**config.mk**
```make
export PLATFORM = sky130hd
export DESIGN_NAME = div_iter
export DESIGN_NICKNAME = d
export VERILOG_FILES = /design/src/rtl/div_iter.sv
export SDC_FILE = /design/constraint.sdc
export NUM_CORES = 1
export LEC_CHECK = 0
export ABC_AREA = 1
export BUFFER_PORTS_ARGS = -buffer_cell sky130_fd_sc_hd__buf_2
export CORE_AREA = 2 2 136 191
export CTS_CLUSTER_SIZE = 20
export DETAILED_ROUTE_END_ITERATION = 10
export DIE_AREA = 0 0 138 193
export GPL_ROUTABILITY_DRIVEN = 0
export PLACE_DENSITY = 0.83
export SYNTH_ARGS = -nofsm -noshare
export SYNTH_HDL_FRONTEND = slang
export SYNTH_SLANG_ARGS = --single-unit
```
**constraint.sdc**
```tcl
create_clock -name i_clk -period 8.95 [get_ports i_clk]
set_input_delay 0.4475 -clock i_clk [delete_from_list [all_inputs] [get_ports i_clk]]
set_output_delay 0.4475 -clock i_clk [all_outputs]
set_load 0.01 [all_outputs]
```
**src/rtl/div_iter.sv**
```systemverilog
// Iterative radix-2 restoring divider for DIV/DIVU in the EX stage.
// One quotient bit per cycle; the pipeline is held via o_stall while the division runs.
module div_iter #(
    parameter int WIDTH = 32
) (
    input  logic             i_clk,
    input  logic             i_rst,
    input  logic             i_start,
    input  logic             i_signed_div,
    input  logic [WIDTH-1:0] i_opa,
    input  logic [WIDTH-1:0] i_opb,
    input  logic             i_annul,
    output logic             o_stall,
    output logic             o_ready,
    output logic [WIDTH-1:0] o_hi,
    output logic [WIDTH-1:0] o_lo
);

    localparam int CW = $clog2(WIDTH + 1);

    typedef enum logic [1:0] {
        S_IDLE,
        S_BUSY,
        S_DONE
    } state_t;

    state_t           r_state;
    state_t           w_next;
    logic [CW-1:0]    r_count;
    logic [WIDTH-1:0] r_rem;
    logic [WIDTH-1:0] r_quo;
    logic [WIDTH-1:0] r_div;
    logic [WIDTH-1:0] r_hi;
    logic [WIDTH-1:0] r_lo;
    logic             r_negQ;
    logic             r_negR;

    logic             w_accept;
    logic             w_divZero;
    logic             w_lastIter;
    logic [WIDTH-1:0] w_absA;
    logic [WIDTH-1:0] w_absB;
    logic [WIDTH:0]   w_shifted;
    logic [WIDTH:0]   w_trial;
    logic [WIDTH-1:0] w_remNext;
    logic [WIDTH-1:0] w_quoNext;

    assign w_accept   = (r_state == S_IDLE) && i_start && !i_annul;
    assign w_divZero  = (i_opb == '0);
    assign w_lastIter = (r_count == CW'(WIDTH - 1));
    assign w_absA     = (i_signed_div && i_opa[WIDTH-1]) ? -i_opa : i_opa;
    assign w_absB     = (i_signed_div && i_opb[WIDTH-1]) ? -i_opb : i_opb;

    // Partial remainder is one bit wider so a borrow out of the trial subtract shows as the sign.
    assign w_shifted  = {r_rem, r_quo[WIDTH-1]};
    assign w_trial    = w_shifted - {1'b0, r_div};
    assign w_remNext  = w_trial[WIDTH] ? w_shifted[WIDTH-1:0] : w_trial[WIDTH-1:0];
    assign w_quoNext  = {r_quo[WIDTH-2:0], ~w_trial[WIDTH]};

    always_comb begin
        w_next = r_state;
        case (r_state)
            S_IDLE: begin
                if (w_accept) begin
                    w_next = w_divZero ? S_DONE : S_BUSY;
                end
            end
            S_BUSY: begin
                if (i_annul) begin
                    w_next = S_IDLE;
                end else if (w_lastIter) begin
                    w_next = S_DONE;
                end
            end
            S_DONE:  w_next = S_IDLE;
            default: w_next = S_IDLE;
        endcase
    end

    always_ff @(posedge i_clk or posedge i_rst) begin
        if (i_rst) begin
            r_state <= S_IDLE;
        end else begin
            r_state <= w_next;
        end
    end

    // Results are committed on the edge into DONE, so hi/lo are already valid while ready is high.
    always_ff @(posedge i_clk or posedge i_rst) begin
        if (i_rst) begin
            r_count <= '0;
            r_rem   <= '0;
            r_quo   <= '0;
            r_div   <= '0;
            r_hi    <= '0;
            r_lo    <= '0;
            r_negQ  <= 1'b0;
            r_negR  <= 1'b0;
        end else begin
            case (r_state)
                S_IDLE: begin
                    if (w_accept) begin
                        r_count <= '0;
                        r_rem   <= '0;
                        r_quo   <= w_absA;
                        r_div   <= w_absB;
                        r_negQ  <= i_signed_div && (i_opa[WIDTH-1] != i_opb[WIDTH-1]);
                        r_negR  <= i_signed_div && i_opa[WIDTH-1];
                        if (w_divZero) begin
                            r_hi <= i_opa;
                            r_lo <= '1;
                        end
                    end
                end
                S_BUSY: begin
                    if (!i_annul) begin
                        r_rem   <= w_remNext;
                        r_quo   <= w_quoNext;
                        r_count <= r_count + CW'(1);
                        if (w_lastIter) begin
                            r_lo <= r_negQ ? -w_quoNext : w_quoNext;
                            r_hi <= r_negR ? -w_remNext : w_remNext;
                        end
                    end
                end
                default: begin
                end
            endcase
        end
    end

    assign o_stall = w_accept || (r_state == S_BUSY);
    assign o_ready = (r_state == S_DONE);
    assign o_hi    = r_hi;
    assign o_lo    = r_lo;

endmodule
```
==> impl_metrics.tcl <==
set metrics [dict create \
    post-route-period-util_pct 51.4 \
    worstPathArrival_ps 4960 \
    drt_wl_total_mm 38.6 \
    cp-start-kind "flop" \
    ant_nets 0 \
    core.rowCount 69 \
    finalSetupTns_ps 0 \
    antenna_found_initial 0 \
    async_reset_ff_share_pct 100 \
    maxSlewViolCount 0 \
    crit_required_ps 9320 \
    drive_gt1_share_pct 12.2 \
    yosys-top-cells-area "dfrtp_1, nand2_1, inv_1" \
    die_height_um 193 \
    synth_top_area_share_pct 31.4 \
    grt_start_max_net_pins 108 \
    ctsResizeCount 0 \
    clock_skew_ps 10.4 \
    yosys.area_share.simple_pct 37.3 \
    synth-edff-count 0 \
    final_core_util_pct 59.9 \
    path_clk_slew_ps 70 \
    synth_top_area_cell "dfrtp_1" \
    vias_per_cell 5.56 \
    cp_max_fo 38 \
    r2r_cells 27 \
    syn_avg_cell_area_um2 6.41 \
    mostFrequentLayoutCells "nand2_1, inv_1, nor2_1" \
    worstSkewPairLatency_ps 450 \
    grt_use_met1_pct 32.7 \
    clock-sinks 170 \
    syn_area_um2 13500 \
    status "finished clean" \
    synth_compound_area_share_pct 12.3 \
    portBuffers 134 \
    drc_errors 0 \
    criticalPathCategory "reg -> reg" \
    max_slew_margin_pct 24.8 \
    io_pins 135 \
    busiest_layer "met2" \
    firstDrtPassIters 8 \
    fin_cells 2539 \
    start_util_pct 54.1 \
    grtUsageMet3_pct 4.37 \
    holdWs_ps 201 \
    dieArea_um2 26600 \
    ys_warn_count 0 \
    timing.critical_path.mode_cell "nand2_1" \
    synth-xor-area-share_pct 3.88 \
    synth_mux_area_share_pct 0 \
    endpoint_kind "flop" \
    period_minus_slack_ps 4600 \
    ys_types 56 \
    diodes 0 \
    grt_pass1_vias 13589 \
    wl_per_cell_um 15.2 \
    cp_slowest_stage_delay_ps 400 \
    synth_fp_nets 2222 \
    synth_seq_area_share_pct 31.4 \
    synthAdderAreaFrac_pct 3.57 \
    grt.overflow.total 0 \
    cts_tree "yes" \
    use_met2_pct 51.4 \
    grt_usage_pct 29.0 \
    layout_commonest_cell "nand2_1" \
    clock_path_buffers 2 \
    grt_pass1_wl_mm 63.4 \
    drtIter0Drc 1308 \
    via_count 14121 \
    synth_top_family_by_area "simple AND/OR/NAND/NOR gates" \
    cp_slowest_cell "fa_1" \
    dp_hpwl_mm 29.3 \
    postCtsSetupRepairBufs 0 \
    finalSetupViolCount 0 \
    cts_root_buf "clkbuf_16" \
    min_path_type "in -> async" \
    timing.fmax_ghz 0.218 \
    syn_inst 2115 \
    htreeDepth 4 \
    worstMarginPinSlew_ps 1130 \
    ys.flop_type "dfrtp_1" \
    holdBufCountCts 0 \
    area_growth_pct 10.6 \
    rsz0062_at_grt "no" \
    finalNetCount 2314 \
    cts_made_buffers 17 \
    ys_ff_latch 170 \
    dpl.cell_count 2507 \
    die_width_um 138 \
    core-area_um2 25000 \
    hold_violations 0 \
    drv_cap 0 \
]
[state kept, by name (all words and copies together), names as in the netlist]
name / count
r_rem: 32
r_negR: 1
r_state: 2
o_lo: 32
r_div: 32
r_negQ: 1
r_quo: 32
r_count: 6
o_hi: 32
[kinds of logic (layout without fill, tap and decap cells)]
| logic type | count (synthesis) | in the layout |
|---|---|---|
| buffers and inverters | 398 | 503 |
| XOR/XNOR | 60 | 60 |
| AND/OR/NAND/NOR | 1164 | 1164 |
| flip-flops | 170 | 170 |
| adder cells (fa/ha/maj) | 38 | 38 |
| AO/OA/AOI/OAI | 285 | 285 |
[stage by stage]
step           instance area (um^2)  setup WS [ps]
6_report                      15000           4350
3_5_place_dp                  14400           4510
2_1_floorplan                 13500           3900
4_1_cts                       15000           4430
3_3_place_gp                  14400           4600
5_1_grt                       15000           3860
[cell usage after synthesis, types with 3 or more instances]
| cell | count |
|---|---|
| a21oi_1 | 78 |
| a21oi_2 | 4 |
| a31oi_1 | 17 |
| and2_1 | 4 |
| buf_1 | 9 |
| buf_2 | 12 |
| buf_6 | 4 |
| clkbuf_1 | 43 |
| clkinv_1 | 3 |
| dfrtp_1 | 170 |
| ha_1 | 37 |
| inv_1 | 316 |
| inv_2 | 8 |
| nand2_1 | 658 |
| nand2_2 | 33 |
| nand2_4 | 6 |
| nand3_1 | 151 |
| nand3b_1 | 8 |
| nand4_1 | 31 |
| nor2_1 | 195 |
| nor2_2 | 16 |
| nor3_1 | 25 |
| nor3_2 | 6 |
| nor4_1 | 12 |
| o2111ai_1 | 8 |
| o211ai_1 | 24 |
| o21ai_0 | 88 |
| o21ai_1 | 16 |
| o22ai_1 | 28 |
| o31ai_1 | 4 |
| or2_2 | 6 |
| xnor2_1 | 11 |
| xor2_1 | 49 |
[layer usage]
layer  vias up  share of wire (%)  wire (um)
met1      6397                 39      14900
met4         0                6.3       2430
met3       155                6.2       2410
li1       6936                  -          -
met5         -                  0          0
met2       633                 49      18900
[critical path: cells and delay by family, from the launching register on]
family / cells / cell delay, ps
flip-flops: 1 / 370
AO/OA/AOI/OAI: 1 / 130
buffers and inverters: 2 / 150
AND/OR/NAND/NOR: 21 / 2960
adder cells (fa/ha/maj): 3 / 860
[worst paths after layout]
| check | start | to | slack (ps) |
|---|---|---|---|
| max in group asynchronous | i_rst | r_quo[24] | 7320 |
| worst max-delay path | r_quo[31] | o_lo[30] | 4350 |
| worst min register to register | o_hi[22] | o_hi[22] | 480 |
| min in group i_clk | i_opb[12] | r_div[12] | 300 |
| worst max register to register | r_quo[31] | o_lo[30] | 4350 |
| worst min-delay path | i_rst | r_quo[3] | 200 |
[layout make-up]
type | instances | area [um^2]
Sequential cell | 170 | 4250
Tap cell | 319 | 399
Clock inverter | 13 | 168
Fill cell | 2363 | 10000
Inverter | 327 | 1230
Multi-Input combinational cell | 1547 | 7740
Timing Repair Buffer | 144 | 746
Clock buffer | 19 | 453
Power is not shown: default switching activity piles up to over one toggle a cycle in this logic, so the estimate is an artifact.
